## src/rtl/rtc_pkg.sv

```systemverilog
// RTC register map, poller/transfer FSM encodings and transfer request/response types,
// shared between the poller and the RTC slave.
package rtc_pkg;

  localparam logic [7:0] RTC_CMD_SEC  = 8'h00;
  localparam logic [7:0] RTC_CMD_MIN  = 8'h02;
  localparam logic [7:0] RTC_CMD_HOUR = 8'h04;

  typedef logic [1:0] fld_t;
  localparam fld_t FLD_SEC  = 2'd0;
  localparam fld_t FLD_MIN  = 2'd1;
  localparam fld_t FLD_HOUR = 2'd2;
  localparam fld_t FLD_SEC2 = 2'd3;  // seconds re-read for the coherency check

  typedef enum logic [1:0] {ST_IDLE, ST_WR, ST_RD} rtc_state_e;
  typedef enum logic [1:0] {X_IDLE, X_BUS, X_GAP} xfer_state_e;

  typedef struct packed {
    logic       go;
    logic       we;
    logic [7:0] cmd;
  } xfer_req_t;

  typedef struct packed {
    logic        done;
    logic        err;
    logic [15:0] rdata;
  } xfer_rsp_t;

  function automatic logic [7:0] fld_cmd(input fld_t f);
    case (f)
      FLD_MIN:  fld_cmd = RTC_CMD_MIN;
      FLD_HOUR: fld_cmd = RTC_CMD_HOUR;
      default:  fld_cmd = RTC_CMD_SEC;
    endcase
  endfunction

endpackage

```

## src/rtl/wb_single_xfer.sv

```systemverilog
// One Wishbone single transfer: strobe held until ack, a mandatory idle GAP cycle afterwards,
// and an abort after TIMEOUT_CYCLES strobe cycles without ack.
module wb_single_xfer
  import rtc_pkg::*;
#(
  parameter int          TIMEOUT_CYCLES = 255,
  parameter logic [31:0] ADDR           = 32'h0
) (
  input  logic        clk_i,
  input  logic        rst_i,
  input  xfer_req_t   req_i,
  output xfer_rsp_t   rsp_o,
  output logic        cyc_o,
  output logic        stb_o,
  output logic        we_o,
  output logic [3:0]  sel_o,
  output logic [31:0] adr_o,
  output logic [31:0] dat_o,
  input  logic [31:0] dat_i,
  input  logic        ack_i
);

  localparam int TMO_W = $clog2(TIMEOUT_CYCLES + 1);

  xfer_state_e      state_q;
  logic             cyc_q, we_q, done_q, err_q;
  logic [7:0]       cmd_q;
  logic [15:0]      rdata_q;
  logic [TMO_W-1:0] tmo_q;
  logic             unused_dat;

  assign unused_dat = ^dat_i[31:16];

  // A new request is accepted from IDLE or straight out of GAP so fields run back to back;
  // the slave's lingering ack during GAP is never looked at.
  always_ff @(posedge clk_i or negedge rst_i) begin
    if (!rst_i) begin
      state_q <= X_IDLE;
      cyc_q   <= 1'b0;
      we_q    <= 1'b0;
      cmd_q   <= '0;
      tmo_q   <= '0;
      done_q  <= 1'b0;
      err_q   <= 1'b0;
      rdata_q <= '0;
    end else begin
      done_q <= 1'b0;
      err_q  <= 1'b0;
      case (state_q)
        X_BUS: begin
          if (ack_i) begin
            cyc_q   <= 1'b0;
            done_q  <= 1'b1;
            rdata_q <= dat_i[15:0];
            state_q <= X_GAP;
          end else if (tmo_q == TMO_W'(TIMEOUT_CYCLES - 1)) begin
            cyc_q   <= 1'b0;
            err_q   <= 1'b1;
            state_q <= X_GAP;
          end else begin
            tmo_q <= tmo_q + 1'b1;
          end
        end
        default: begin
          if (req_i.go) begin
            state_q <= X_BUS;
            cyc_q   <= 1'b1;
            we_q    <= req_i.we;
            cmd_q   <= req_i.cmd;
            tmo_q   <= '0;
          end else begin
            state_q <= X_IDLE;
          end
        end
      endcase
    end
  end

  assign cyc_o = cyc_q;
  assign stb_o = cyc_q;
  assign we_o  = cyc_q & we_q;
  assign sel_o = !cyc_q ? 4'b0000 : (we_q ? 4'b0001 : 4'b0011);
  assign adr_o = ADDR;
  assign dat_o = {24'b0, cmd_q};
  assign rsp_o = '{done: done_q, err: err_q, rdata: rdata_q};

endmodule

```

## src/rtl/rtc_poller.sv

```systemverilog
// Periodic Wishbone snapshot of the RTC seconds/minutes/hours (BCD) via wb_single_xfer.
// `RTC_POLL_COHERENT_EN adds a seconds re-read with up to two restarts on rollover.
module rtc_poller
  import rtc_pkg::*;
#(
  parameter int          CLOCK_FREQ     = 50000000,
  parameter int          POLL_CYCLES    = 5000000,
  parameter int          TIMEOUT_CYCLES = 255,
  parameter logic [31:0] RTC_BASE       = 32'h0
) (
  input  logic        clk_i,
  input  logic        rst_i,
  input  logic        enable_i,
  input  logic        start_i,
  output logic        cyc_o,
  output logic        stb_o,
  output logic        we_o,
  output logic [3:0]  sel_o,
  output logic [31:0] adr_o,
  output logic [31:0] dat_o,
  input  logic [31:0] dat_i,
  input  logic        ack_i,
  output logic [7:0]  second_o,
  output logic [7:0]  minute_o,
  output logic [7:0]  hour_o,
  output logic        valid_o,
  output logic        busy_o,
  output logic        err_o
);

  localparam int CNT_W = $clog2(POLL_CYCLES);
`ifdef RTC_POLL_COHERENT_EN
  localparam fld_t LAST_FLD = FLD_SEC2;
`else
  localparam fld_t LAST_FLD = FLD_HOUR;
`endif

  rtc_state_e       state_q;
  fld_t             fld_q, nxt_fld;
  logic [CNT_W-1:0] cnt_q;
  logic [1:0]       retry_q;
  logic [7:0]       sec_sh_q, min_sh_q, hour_sh_q, sec_q, min_q, hour_q, hour_commit;
  logic             valid_q, err_q;
  logic             trig, echo_ok, last, mism, rd_ok, advance, restart, commit, fail;
  logic             unused_cfg;
  xfer_req_t        req;
  xfer_rsp_t        rsp;

  assign unused_cfg = (CLOCK_FREQ > 0);

  wb_single_xfer #(.TIMEOUT_CYCLES(TIMEOUT_CYCLES), .ADDR(RTC_BASE)) u_xfer (
    .clk_i, .rst_i, .req_i(req), .rsp_o(rsp),
    .cyc_o, .stb_o, .we_o, .sel_o, .adr_o, .dat_o, .dat_i, .ack_i
  );

  always_comb begin
    trig    = (state_q == ST_IDLE) &&
              (start_i || (enable_i && cnt_q == CNT_W'(POLL_CYCLES - 1)));
    echo_ok = rsp.rdata[7:0] == fld_cmd(fld_q);
    last    = fld_q == LAST_FLD;
    mism    = 1'b0;
`ifdef RTC_POLL_COHERENT_EN
    mism    = rsp.rdata[15:8] != sec_sh_q;
`endif
    rd_ok   = (state_q == ST_RD) && rsp.done && echo_ok;
    advance = rd_ok && !last;
    commit  = rd_ok && last && !mism;
    restart = rd_ok && last && mism && (retry_q != 2'd2);
    fail    = ((state_q != ST_IDLE) && rsp.err) ||
              ((state_q == ST_RD) && rsp.done && !echo_ok) ||
              (rd_ok && last && mism && (retry_q == 2'd2));
    nxt_fld = restart ? FLD_SEC : fld_q + 2'd1;
    hour_commit = (LAST_FLD == FLD_HOUR) ? rsp.rdata[15:8] : hour_sh_q;

    // Next request is issued in the GAP cycle so the following strobe starts right after it.
    req.go  = 1'b0;
    req.we  = 1'b1;
    req.cmd = fld_cmd(nxt_fld);
    case (state_q)
      ST_IDLE: begin req.go = trig; req.cmd = RTC_CMD_SEC; end
      ST_WR:   begin req.go = rsp.done; req.we = 1'b0; req.cmd = fld_cmd(fld_q); end
      ST_RD:   req.go = advance || restart;
      default: ;
    endcase
  end

  always_ff @(posedge clk_i or negedge rst_i) begin
    if (!rst_i) begin
      state_q   <= ST_IDLE;
      fld_q     <= FLD_SEC;
      cnt_q     <= '0;
      retry_q   <= '0;
      sec_sh_q  <= '0;
      min_sh_q  <= '0;
      hour_sh_q <= '0;
      sec_q     <= '0;
      min_q     <= '0;
      hour_q    <= '0;
      valid_q   <= 1'b0;
      err_q     <= 1'b0;
    end else begin
      valid_q <= 1'b0;
      if (fail)         err_q <= 1'b1;
      else if (start_i) err_q <= 1'b0;

      case (state_q)
        ST_IDLE: begin
          if (trig) begin
            state_q <= ST_WR;
            fld_q   <= FLD_SEC;
            retry_q <= '0;
            cnt_q   <= '0;
          end else if (enable_i) begin
            cnt_q <= cnt_q + 1'b1;
          end
        end
        ST_WR: begin
          if (rsp.err)       state_q <= ST_IDLE;
          else if (rsp.done) state_q <= ST_RD;
        end
        ST_RD: begin
          if (rd_ok) begin
            case (fld_q)
              FLD_SEC:  sec_sh_q  <= rsp.rdata[15:8];
              FLD_MIN:  min_sh_q  <= rsp.rdata[15:8];
              FLD_HOUR: hour_sh_q <= rsp.rdata[15:8];
              default:  ;
            endcase
          end
          if (fail) begin
            state_q <= ST_IDLE;
          end else if (advance) begin
            fld_q   <= nxt_fld;
            state_q <= ST_WR;
          end else if (restart) begin
            fld_q   <= FLD_SEC;
            retry_q <= retry_q + 2'd1;
            state_q <= ST_WR;
          end else if (commit) begin
            sec_q   <= sec_sh_q;
            min_q   <= min_sh_q;
            hour_q  <= hour_commit;
            valid_q <= 1'b1;
            state_q <= ST_IDLE;
          end
        end
        default: state_q <= ST_IDLE;
      endcase
    end
  end

  assign second_o = sec_q;
  assign minute_o = min_q;
  assign hour_o   = hour_q;
  assign valid_o  = valid_q;
  assign busy_o   = state_q != ST_IDLE;
  assign err_o    = err_q;

endmodule

```

## config.mk

```make
export PLATFORM = sky130hd
export DESIGN_NAME = rtc_poller
export DESIGN_NICKNAME = d
export VERILOG_FILES = /design/src/rtl/rtc_pkg.sv /design/src/rtl/wb_single_xfer.sv /design/src/rtl/rtc_poller.sv
export SDC_FILE = /design/constraint.sdc
export NUM_CORES = 1
export LEC_CHECK = 0
export BUFFER_PORTS_ARGS = -buffer_cell sky130_fd_sc_hd__buf_2
export CELL_PAD_IN_SITES_DETAIL_PLACEMENT = 1
export CELL_PAD_IN_SITES_GLOBAL_PLACEMENT = 1
export CORE_ASPECT_RATIO = 2
export CORE_MARGIN = 2
export CORE_UTILIZATION = 35
export CTS_CLUSTER_SIZE = 28
export DETAILED_ROUTE_END_ITERATION = 8
export GPL_TIMING_DRIVEN = 0
export PLACE_DENSITY_LB_ADDON = 0.2
export SLEW_MARGIN = 20
export SYNTH_ARGS = -nofsm -noshare
export SYNTH_HDL_FRONTEND = slang
export SYNTH_SLANG_ARGS = --single-unit
```

## constraint.sdc

```tcl
create_clock -name clk_i -period 2.9 [get_ports clk_i]
set_input_delay 0.435 -clock clk_i [delete_from_list [all_inputs] [get_ports clk_i]]
set_output_delay 0.435 -clock clk_i [all_outputs]
set_load 0.005 [all_outputs]
```

* After elaboration in Yosys (flattened, before gate mapping)
Index checks and enable logic that the tools add are counted.
** Cells by class
- Add/subtract/negate cells :: 3
- Divide/modulo/power cells :: 0
- Shift operators :: 0
- Reduce and logical (&&, ||, !) cells :: 29
- Bitwise gates (word level) :: 4
- Equality and inequality tests :: 18
- Multiply operators :: 0
- $lt $le $gt $ge :: 0
- Muxes and demuxes :: 43
** Operators by type and width (number)
- $mux 23 :: 2
- $mux 8 :: 4
- $mux 2 :: 13
- $add 23x1->23 const B :: 1
- $eq 23x23->1 const B :: 1
- $pmux 3 s2 :: 3
- $mux 1 :: 17
- $reduce_and 3->1 :: 4
- $ne 2x2->1 const B :: 5
- $reduce_bool 2->1 :: 5
- $add 8x1->8 const B :: 1
- $eq 2x1->1 const B :: 4
- $eq 8x8->1 :: 1
- $eq 8x8->1 const B :: 1
- $logic_and 1x1->1 :: 8
- $reduce_and 2->1 :: 4
- $reduce_and 4->1 :: 2
- $eq 2x2->1 const B :: 3
- $pmux 2 s3 :: 1
- $logic_not 2->1 :: 2
- $mux 4 :: 1
- $ne 4x4->1 const B :: 1
- $pmux 2 s2 :: 1
- $ne 3x1->1 const B :: 1
- other kinds (7) :: 11
** Word-level totals
- ROM bits :: 0
- Bits of input ports :: 37
- Logic and storage cells :: 115
- Flip-flop bits (word level) :: 107
- Bits in writable memories :: 0
- Bits in latches :: 0
- Memories :: 0
- Output and inout bits :: 98

* Longest topological paths before layout
Gate-level depths: netlist of the first run.
- Word-level depth :: 9
- Mapped depth :: 9
- Mapped depth without buffers :: 7

* Hierarchy
From an unflattened synthesis of the first run, not the netlist that was laid out.
** Unflattened totals
- Cells, all modules :: 460
- Area, all modules :: 5305.1 µm²
** Modules (own cells, without submodules)
- rtc_poller :: times used 1, seq. area each 1726.7 µm², cells each 283, area each 3254.4 µm²
- wb_single_xfer :: times used 1, seq. area each 950.9 µm², cells each 177, area each 2050.7 µm²

* Worst setup path before layout of the first run
OpenSTA, ideal clock, no wires.
- Kind :: register -> register
- Start point :: reg fld_q[0]
- End point :: reg hour_q[5] (netlist: hour_o[5])
- Setup slack :: 0.777 ns
- Data required time :: 2.775 ns
- Library setup time :: 0.125 ns
- Clock period less this slack :: 2.123 ns
- Path buffers :: 2
- Arrival time :: 1.998 ns
- Stages on the path, launching flop included :: 10
- Cell sequence :: dfrtp_1 -> inv_1 -> ha_1 -> xnor2_1 -> nand4_1 -> nor2_1 -> and3_1 -> buf_2 -> buf_4 -> mux2_2
** On the way
- Word-level cells in the longest chain between the ends :: 8
- Elaborated cells between the ends (all ways) :: 14
- Classes of those cells :: eq/ne: 3; mux: 1; bitwise: 2; reduce/logical: 8
** Ends and longest elaborated chain
- start, declared :: RTL line rtc_poller.sv:39 : fld_t fld_q, nxt_fld;
- start signal, assigned :: RTL line rtc_poller.sv:133 : fld_q <= nxt_fld;
- $eq 2x2->1 or $eq 2x1->1 (tied branches)
- $pmux 3 s2 :: RTL line rtc_pkg.sv:31 : case (f)
- $eq 8x8->1 :: RTL line rtc_poller.sv:59 : echo_ok = rsp.rdata[7:0] == fld_cmd(fld_q);
- $logic_not 1->1 :: RTL line rtc_poller.sv:70 : ((state_q == ST_RD) && rsp.done && !echo_ok) ||
- $logic_and 1x1->1 :: RTL line rtc_poller.sv:70
- $logic_or 1x1->1 :: RTL line rtc_poller.sv:69 : fail = ((state_q != ST_IDLE) && rsp.err) ||
- $not 1->1 (no source line)
- $reduce_and 4->1 (no source line) *
- end signal, assigned :: RTL line rtc_poller.sv:142 : hour_q <= hour_commit;
- end, declared :: RTL line rtc_poller.sv:42 : logic [7:0] sec_sh_q, min_sh_q, hour_sh_q, sec_q, min_q, hour_q, hour_commit;
Mark *: on every way between the ends. The rest lies on a longest branch, timed or not.
A chain may end at the register's enable or synchronous reset.

* Final worst setup path of the first run
- Start point :: reg fld_q[0]
- End point :: reg min_q[1] (netlist: minute_o[1])
** On the way
- Word-level cells in the longest chain between the ends :: 8
- Elaborated cells between the ends (all ways) :: 14
- Classes of those cells :: eq/ne: 3; mux: 1; bitwise: 2; reduce/logical: 8
** Ends and longest elaborated chain
- $eq 2x2->1 or $eq 2x1->1 (tied branches)
- $pmux 3 s2 :: RTL line rtc_pkg.sv:31
- $eq 8x8->1 :: RTL line rtc_poller.sv:59
- $logic_not 1->1 :: RTL line rtc_poller.sv:70
- $logic_and 1x1->1 :: RTL line rtc_poller.sv:70
- $logic_or 1x1->1 :: RTL line rtc_poller.sv:69
- $not 1->1 (no source line)
- $reduce_and 4->1 (no source line) *
- end signal, assigned :: RTL line rtc_poller.sv:141 : min_q <= min_sh_q;
- end, declared :: RTL line rtc_poller.sv:42
Marked as above.

==> results of run 1 <==
==> layout by cell type, fill, tap and decap left out, types with 2 or more instances in the layout <==
cell type / instances
sky130_fd_sc_hd__dfrtp_1: 101
sky130_fd_sc_hd__buf_4: 68
sky130_fd_sc_hd__conb_1: 64
sky130_fd_sc_hd__buf_2: 57
sky130_fd_sc_hd__mux2_2: 56
sky130_fd_sc_hd__nor2_1: 38
sky130_fd_sc_hd__nand2_1: 20
sky130_fd_sc_hd__xor2_1: 18
sky130_fd_sc_hd__nand4_1: 16
sky130_fd_sc_hd__inv_1: 11
sky130_fd_sc_hd__o21ai_0: 11
sky130_fd_sc_hd__nand3_1: 10
sky130_fd_sc_hd__nor3_1: 10
sky130_fd_sc_hd__ha_1: 9
sky130_fd_sc_hd__clkbuf_16: 9
sky130_fd_sc_hd__and3_1: 7
sky130_fd_sc_hd__nor2b_1: 5
sky130_fd_sc_hd__and2_1: 5
sky130_fd_sc_hd__nor4_1: 5
sky130_fd_sc_hd__nor3b_1: 4
sky130_fd_sc_hd__a21oi_1: 4
sky130_fd_sc_hd__inv_6: 4
sky130_fd_sc_hd__xnor2_1: 3
sky130_fd_sc_hd__or4b_1: 3
sky130_fd_sc_hd__o22ai_1: 3
sky130_fd_sc_hd__buf_6: 3
sky130_fd_sc_hd__a211oi_1: 3
sky130_fd_sc_hd__or2_2: 2
sky130_fd_sc_hd__a31oi_1: 2
sky130_fd_sc_hd__o311ai_0: 2
sky130_fd_sc_hd__and4_1: 2
sky130_fd_sc_hd__mux2i_1: 2
sky130_fd_sc_hd__o31ai_1: 2
==> routing by layer <==
metal / track usage / vias to the layer above / share of wire
met3: 0.0224 / 11 / 0.031
met5: 0 / - / 0
met4: 0.0518 / 0 / 0.016
met1: 0.149 / 1768 / 0.35
li1: - / 1675 / -
met2: 0.306 / 74 / 0.61
==> critical path: cells and delay by family, from the launching register on <==
kind	cells	cell delay, ns
adder cells (fa/ha/maj)	1	0.30
XOR/XNOR	1	0.14
AND/OR/NAND/NOR	3	0.64
buffers and inverters	3	0.64
flip-flops	1	0.41
multiplexers	1	0.35
==> path summary, 6_finish.rpt <==
path | cells past startpoint | end | slack [ns] | start
min | 2 | u_xfer.rdata_q[12]$_DFFE_PN0P_ | 0.32 | dat_i[12]
min in group asynchronous | 2 | minute_o[3]$_DFFE_PN0P_ | 0.53 | rst_i
max reg2reg | 9 | minute_o[1]$_DFFE_PN0P_ | 0.29 | fld_q[0]$_DFFE_PN0P_
max | 9 | minute_o[1]$_DFFE_PN0P_ | 0.29 | fld_q[0]$_DFFE_PN0P_
min reg2reg | 1 | u_xfer.tmo_q[7]$_DFFE_PN0P_ | 0.50 | u_xfer.tmo_q[7]$_DFFE_PN0P_
max in group asynchronous | 3 | u_xfer.rdata_q[1]$_DFFE_PN0P_ | 1.71 | rst_i
==> cell type report <==
class	count	area [um2]	area share
clock buffer	10	239	0.0392
multi-input combinational	320	2110	0.347
inverter	12	46.3	0.00759
timing repair buffer	56	314	0.0515
tap	189	236	0.0388
clock inverter	6	62.6	0.0103
sequential	101	2530	0.415
buffer	75	557	0.0913
==> stage by stage <==
step           utilization  cell area (um2)  std cells  total power [mW]  hold slack (ns)
2_1_floorplan            -             5250        508              2.55            0.139
3_3_place_gp         0.412             5750        751              2.86            0.476
3_5_place_dp         0.414             5790        752              2.92            0.334
4_1_cts              0.437             6100        769              4.15            0.305
5_1_grt              0.437             6100        769              4.33            0.316
6_report             0.437             6100        769              4.08            0.317
==> kinds of logic after synthesis <==
family,count (synthesis),share of synthesized area
AND/OR/NAND/NOR,130,0.134
flip-flops,101,0.505
buffers and inverters,87,0.120
multiplexers,58,0.130
AO/OA/AOI/OAI,38,0.0515
XOR/XNOR,21,0.0367
adder cells (fa/ha/maj),9,0.0225
other,1,0.000749
==> registers in the layout, summed over array words and instances (netlist names) <==
register / cells
min_sh_q: 8
u_xfer.we_q: 1
cnt_q: 23
u_xfer.done_q: 1
sec_sh_q: 8
u_xfer.cyc_o: 1
minute_o: 8
hour_o: 8
u_xfer.state_q: 2
u_xfer.cmd_q: 2
u_xfer.err_q: 1
second_o: 8
fld_q: 2
state_q: 2
valid_o: 1
err_o: 1
u_xfer.tmo_q: 8
u_xfer.rdata_q: 16
==> repair_timing <==
item,CTS,global route
endpoints found under the setup margin,0,0
endpoints found under the hold margin,28,0
hold buffers,1,0
==> power groups by stage <==
stage / registers [mW] / logic [mW] / clock network [mW]
final: 1.85 / 1.02 / 1.21
after global routing: 1.89 / 1.14 / 1.30
after CTS: 1.86 / 1.04 / 1.25
after detailed placement: 1.88 / 1.04 / 0
after global placement: 1.86 / 0.997 / 0
after floorplan: 1.81 / 0.741 / 0
==> out/metrics.csv, run 1 <==
metric;value;unit
insertion_delay;0.35;ns
ys.warnings.count;0;
fin_worst_skew;0.0102;ns
ys.flop_type;sky130_fd_sc_hd__dfrtp_1;
synth_largest_type_area_fraction;0.505;
p_int;2.77;mW
drv_slew;0;
postCtsResizedCells;0;
path_clk_slew;0.08;ns
post_synth.cell_area_avg;11.3;um2
crit_fanout;10;
worst-setup-path-type;reg2reg;
power_per_cell_area;670;mW/mm2
seq_power_share;0.454;
detail_route.first_pass.iterations;4;
cts_root_buf;sky130_fd_sc_hd__clkbuf_16;
post_placement_setup_slack;0.231;ns
rows;61;
postLayoutSetupSlackWorst;0.292;ns
place_congestion;0.858;
layout-drive-gt1-share;0.359;
syn_inst;445;
seq_area_frac_synth;0.505;
route.detailed.drc;0;
pin_count_of_the_biggest_net_entering_global_routing;74;
timing.final.crit_share;0.899;
antenna_cells;0;
setup.worst_path.end_class;flip-flop;
ios;135;
switching_share;0.322;
htreeDepth;3;
ys_async_sr_fraction;1.00;
io_buffer_count;54;
p_clk_frac;0.296;
die-width;88.6;um
max_clock_freq;383;MHz
detail_route.wirelength;11300;um
synthDistinctLibCells;47;
final.fill_count;1609;
grt_remaining_overflow;0;
max_slew.worst_pin.slew;0.813;ns
maxCapViolations;0;
fp.dieArea;0.0153;mm2
critPathLaunchType;flip-flop;
synth_area_leaders;sky130_fd_sc_hd__dfrtp_1 (50%), sky130_fd_sc_hd__mux2_2 (13%), sky130_fd_sc_hd__buf_4 (10%), sky130_fd_sc_hd__xor2_1 (3.1%), sky130_fd_sc_hd__nor2_1 (2.8%);
clock_path_buffers;2;
synth.cells.most_frequent;sky130_fd_sc_hd__dfrtp_1 (101), sky130_fd_sc_hd__buf_4 (68), sky130_fd_sc_hd__mux2_2 (56);
design.core.area;0.0140;mm2
cpMaxStageDelayCell;sky130_fd_sc_hd__dfrtp_1;
share_comb_of_total_power;0.251;
grt_pass1_wl;18300;um
tritoncts.num_buffers;9;
areaGrowthSynthToFinish;21.7;%
worstHoldPathType;in2reg;
synth_seq_cells;101;
wl_per_cell;14.7;um
route.detailed.vias_per_inst;4.59;
timing.final.setup_violations;0;
syn-cell-area;0.00501;mm2
start_util;0.359;
cts_post_setup_buffers_inserted;0;
max-slew-margin-rel;0.454;
synth-edff-count;0;
max_rail_drop_vdd;0.311;mV
grt_setup_unrepaired;no;
drt.antenna.violating_nets;0;
most_common_cell_in_the_netlist;sky130_fd_sc_hd__dfrtp_1;
nNetsFinal;621;
crit_path_max_incr_delay;0.41;ns
first_global_vias;3776;
cts_tree;built;
cts.sink_count;101;
drtIter0Drc;98;
arrival;2.83;ns
die-height;173;um
run_status;completed;
antenna_found_initial;0;
cp_cell_sequence;inv_1 -> ha_1 -> xnor2_1 -> nand4_1 -> nor2_1 -> and3_1 -> buf_2 -> buf_4 -> mux2_2;
cp.required;3.13;ns
synth_largest_area_cell;sky130_fd_sc_hd__dfrtp_1;
finalSetupTns;0;ns
hpwlAfterDp;8880;um
hold_viol;0;
number_of_vias_after_detailed_routing;3528;
final.min_clock_period;2.61;ns
p_switching;1.32;mW
power.static_leakage;3.16;nW
grt_usage;0.153;
Note: power is estimated with default switching activity, not from simulation.
==> run 2, diff against run 1 <==
Settings changed: RECOVER_POWER set to 25.
==> run 2 against run 1 <==
Compared with the run above:
- the flow now finishes with violations (max-capacitance violations, max-slew violations)
- routed wire length hardly changed
- power hardly changed
- flip-flop and latch count stayed put
- critical endpoint unchanged
- critical path type unchanged
- cell area is 0.39% lower
- register-to-register slack hardly changed
- clock skew stayed put
- maximum frequency hardly changed
- worst hold slack better by 0.00060 ns
- global-route usage stayed put
- via count stayed put
- clock power hardly changed
==> out/metrics.csv, run 2 (synthesis gave the netlist of run 1 again) <==
metric;value;unit;change
layout-drive-gt1-share;0.357;;-0.00172
route.detailed.drc;0;;unchanged
place_congestion;0.858;;unchanged
path_clk_slew;0.08;ns;about the same
max-slew-margin-rel;-0.0826;;-0.537
grt_remaining_overflow;0;;unchanged
areaGrowthSynthToFinish;21.3;%;
postLayoutCoreUtil;0.435;;-0.00170
drv_slew;30;;+30
critPathLaunchType;flip-flop;;
insertion_delay;0.35;ns;about the same
nNetsFinal;621;;unchanged
final.min_clock_period;2.61;ns;-0.000166 ns
detail_route.first_pass.iterations;4;;unchanged
antenna_cells;0;;unchanged
switching_share;0.323;;about the same
run_status;finished with violations;;
postLayoutSetupSlackWorst;0.292;ns;+0.000166 ns
largest_register_ff_count;23;;unchanged
hold-worst-slack;0.317;ns;+0.000596 ns
setup.worst_path.end_class;flip-flop;;
final_power;4.08;mW;about the same
p_clk_frac;0.296;;about the same
layout.cell_area.non_filler;0.00607;mm2;-0.39%
number_of_vias_after_detailed_routing;3528;;unchanged
seq_power_share;0.454;;about the same
finalSetupTns;0;ns;unchanged
final.fill_count;1612;;+0.19%
fp.dieArea;0.0153;mm2;unchanged
cts.sink_count;101;;unchanged
detail_route.wirelength;11300;um;about the same
power_per_cell_area;672;mW/mm2;+0.30%
power.static_leakage;3.15;nW;-0.36%
postCtsResizedCells;0;;unchanged
rows;61;;unchanged
drtIter0Drc;98;;unchanged
grt_usage;0.153;;unchanged
p_int;2.76;mW;-0.13%
design.core.area;0.0140;mm2;unchanged
start_util;0.359;;unchanged
max_rail_drop_vdd;0.311;mV;about the same
layout.cells.most_common_list;sky130_fd_sc_hd__dfrtp_1 (101), sky130_fd_sc_hd__buf_4 (68), sky130_fd_sc_hd__conb_1 (64);;
grtUsageMet1;0.149;;unchanged
wl_per_cell;14.7;um;about the same
grt_use_met2;0.306;;unchanged
grt_setup_unrepaired;no;;
multi_input_area;0.00211;mm2;unchanged
timing.critical_path.from;fld_q[0]$_DFFE_PN0P_;;
timing.final.crit_share;0.899;;about the same
fin_worst_skew;0.0102;ns;unchanged
crit_fanout;10;;unchanged
post_placement_setup_slack;0.231;ns;unchanged
max_clock_freq;383;MHz;about the same
first_global_vias;3776;;unchanged
antenna_found_initial;0;;unchanged
placement.cell_area;0.00579;mm2;unchanged
number_of_placed_cells_counting_well_taps;752;;unchanged
final_common_cell;sky130_fd_sc_hd__dfrtp_1;;
drt.antenna.violating_nets;0;;unchanged
worst-setup-path-type;reg2reg;;
cts_tree;built;;
p_switching;1.32;mW;about the same
failed_checks;max-capacitance violations, max-slew violations;;
htreeDepth;3;;unchanged
route.detailed.vias_per_inst;4.59;;unchanged
hold_viol;0;;unchanged
hpwlAfterDp;8880;um;unchanged
io_buffer_count;54;;unchanged
biggestRegsByFlops;cnt_q (23), u_xfer.rdata_q (16);;
die-width;88.6;um;unchanged
stdcell_count;769;;unchanged
cp.required;3.13;ns;about the same
timing.final.setup_violations;0;;unchanged
global_route.peak_usage_layer;met2;;
share_comb_of_total_power;0.250;;about the same
global_route.usage.met3;0.0224;;unchanged
max_slew.worst_pin.slew;1.62;ns;+0.811 ns
pin_count_of_the_biggest_net_entering_global_routing;74;;unchanged
clock_path_buffers;2;;unchanged
ios;135;;unchanged
maxCapViolations;1;;+1
largest-register;cnt_q;;
cts_post_setup_buffers_inserted;0;;unchanged
worstHoldPathType;in2reg;;
arrival;2.83;ns;about the same
ff_latch_area;0.00253;mm2;unchanged
tritoncts.num_buffers;9;;unchanged
die-height;173;um;unchanged
grt_pass1_wl;18300;um;unchanged
cts_root_buf;sky130_fd_sc_hd__clkbuf_16;;
reg2reg_from;fld_q[0]$_DFFE_PN0P_;;
min_from;dat_i[12];;
[run 2: changes by cell type in the layout (fill, tap and decap cells not counted), sizes merged]
cell	previous run	this run
clkbuf	11	12
buf	129	128
[run 2: worst max-delay path, cell delays in order, from the launching register on]
cell	delay, ns
sky130_fd_sc_hd__dfrtp_1	0.41
sky130_fd_sc_hd__inv_1	0.20
sky130_fd_sc_hd__ha_1	0.30
sky130_fd_sc_hd__xnor2_1	0.14
sky130_fd_sc_hd__nand4_1	0.21
sky130_fd_sc_hd__nor2_1	0.25
sky130_fd_sc_hd__and3_1	0.18
sky130_fd_sc_hd__buf_2	0.20
sky130_fd_sc_hd__buf_4	0.24
sky130_fd_sc_hd__mux2_2	0.35
[run 2: per-layer routing]
metal,vias to the layer above,share of wire
met4,0,0.016
met1,1768,0.35
met2,74,0.61
met5,-,0
met3,11,0.031
li1,1675,-
[run 2: cell type report]
class | count | area share
Sequential cell | 101 | 0.416
Multi-Input combinational cell | 320 | 0.348
Buffer | 75 | 0.0917
Timing Repair Buffer | 56 | 0.0478
Clock buffer | 10 | 0.0393
Tap cell | 189 | 0.0389
Clock inverter | 6 | 0.0103
Inverter | 12 | 0.00762
[run 2: power groups by stage]
stage	Combinational, mW	Clock (mW)	Sequential, mW
6_report	1.02	1.21	1.85
5_1_grt	1.14	1.30	1.89
4_1_cts	1.04	1.25	1.86
3_5_place_dp	1.04	0	1.88
3_3_place_gp	0.997	0	1.86
2_1_floorplan	0.741	0	1.81
[run 2: worst paths after layout]
| kind | cells after the start | to | slack (ns) |
|---|---|---|---|
| setup / recovery | 9 | minute_o[1]$_DFFE_PN0P_ | 0.29 |
| hold / removal | 2 | u_xfer.rdata_q[12]$_DFFE_PN0P_ | 0.32 |
| setup reg to reg | 9 | minute_o[1]$_DFFE_PN0P_ | 0.29 |
| hold reg to reg | 1 | u_xfer.tmo_q[7]$_DFFE_PN0P_ | 0.50 |
| max in group asynchronous | 3 | u_xfer.rdata_q[1]$_DFFE_PN0P_ | 0.48 |
| min in group asynchronous | 2 | minute_o[3]$_DFFE_PN0P_ | 1.04 |
[run 2: timing repair]
action                     4_1_cts  5_1_grt
hold buffers                     1        0
setup endpoints to repair        0        0
hold endpoints to repair        28        0
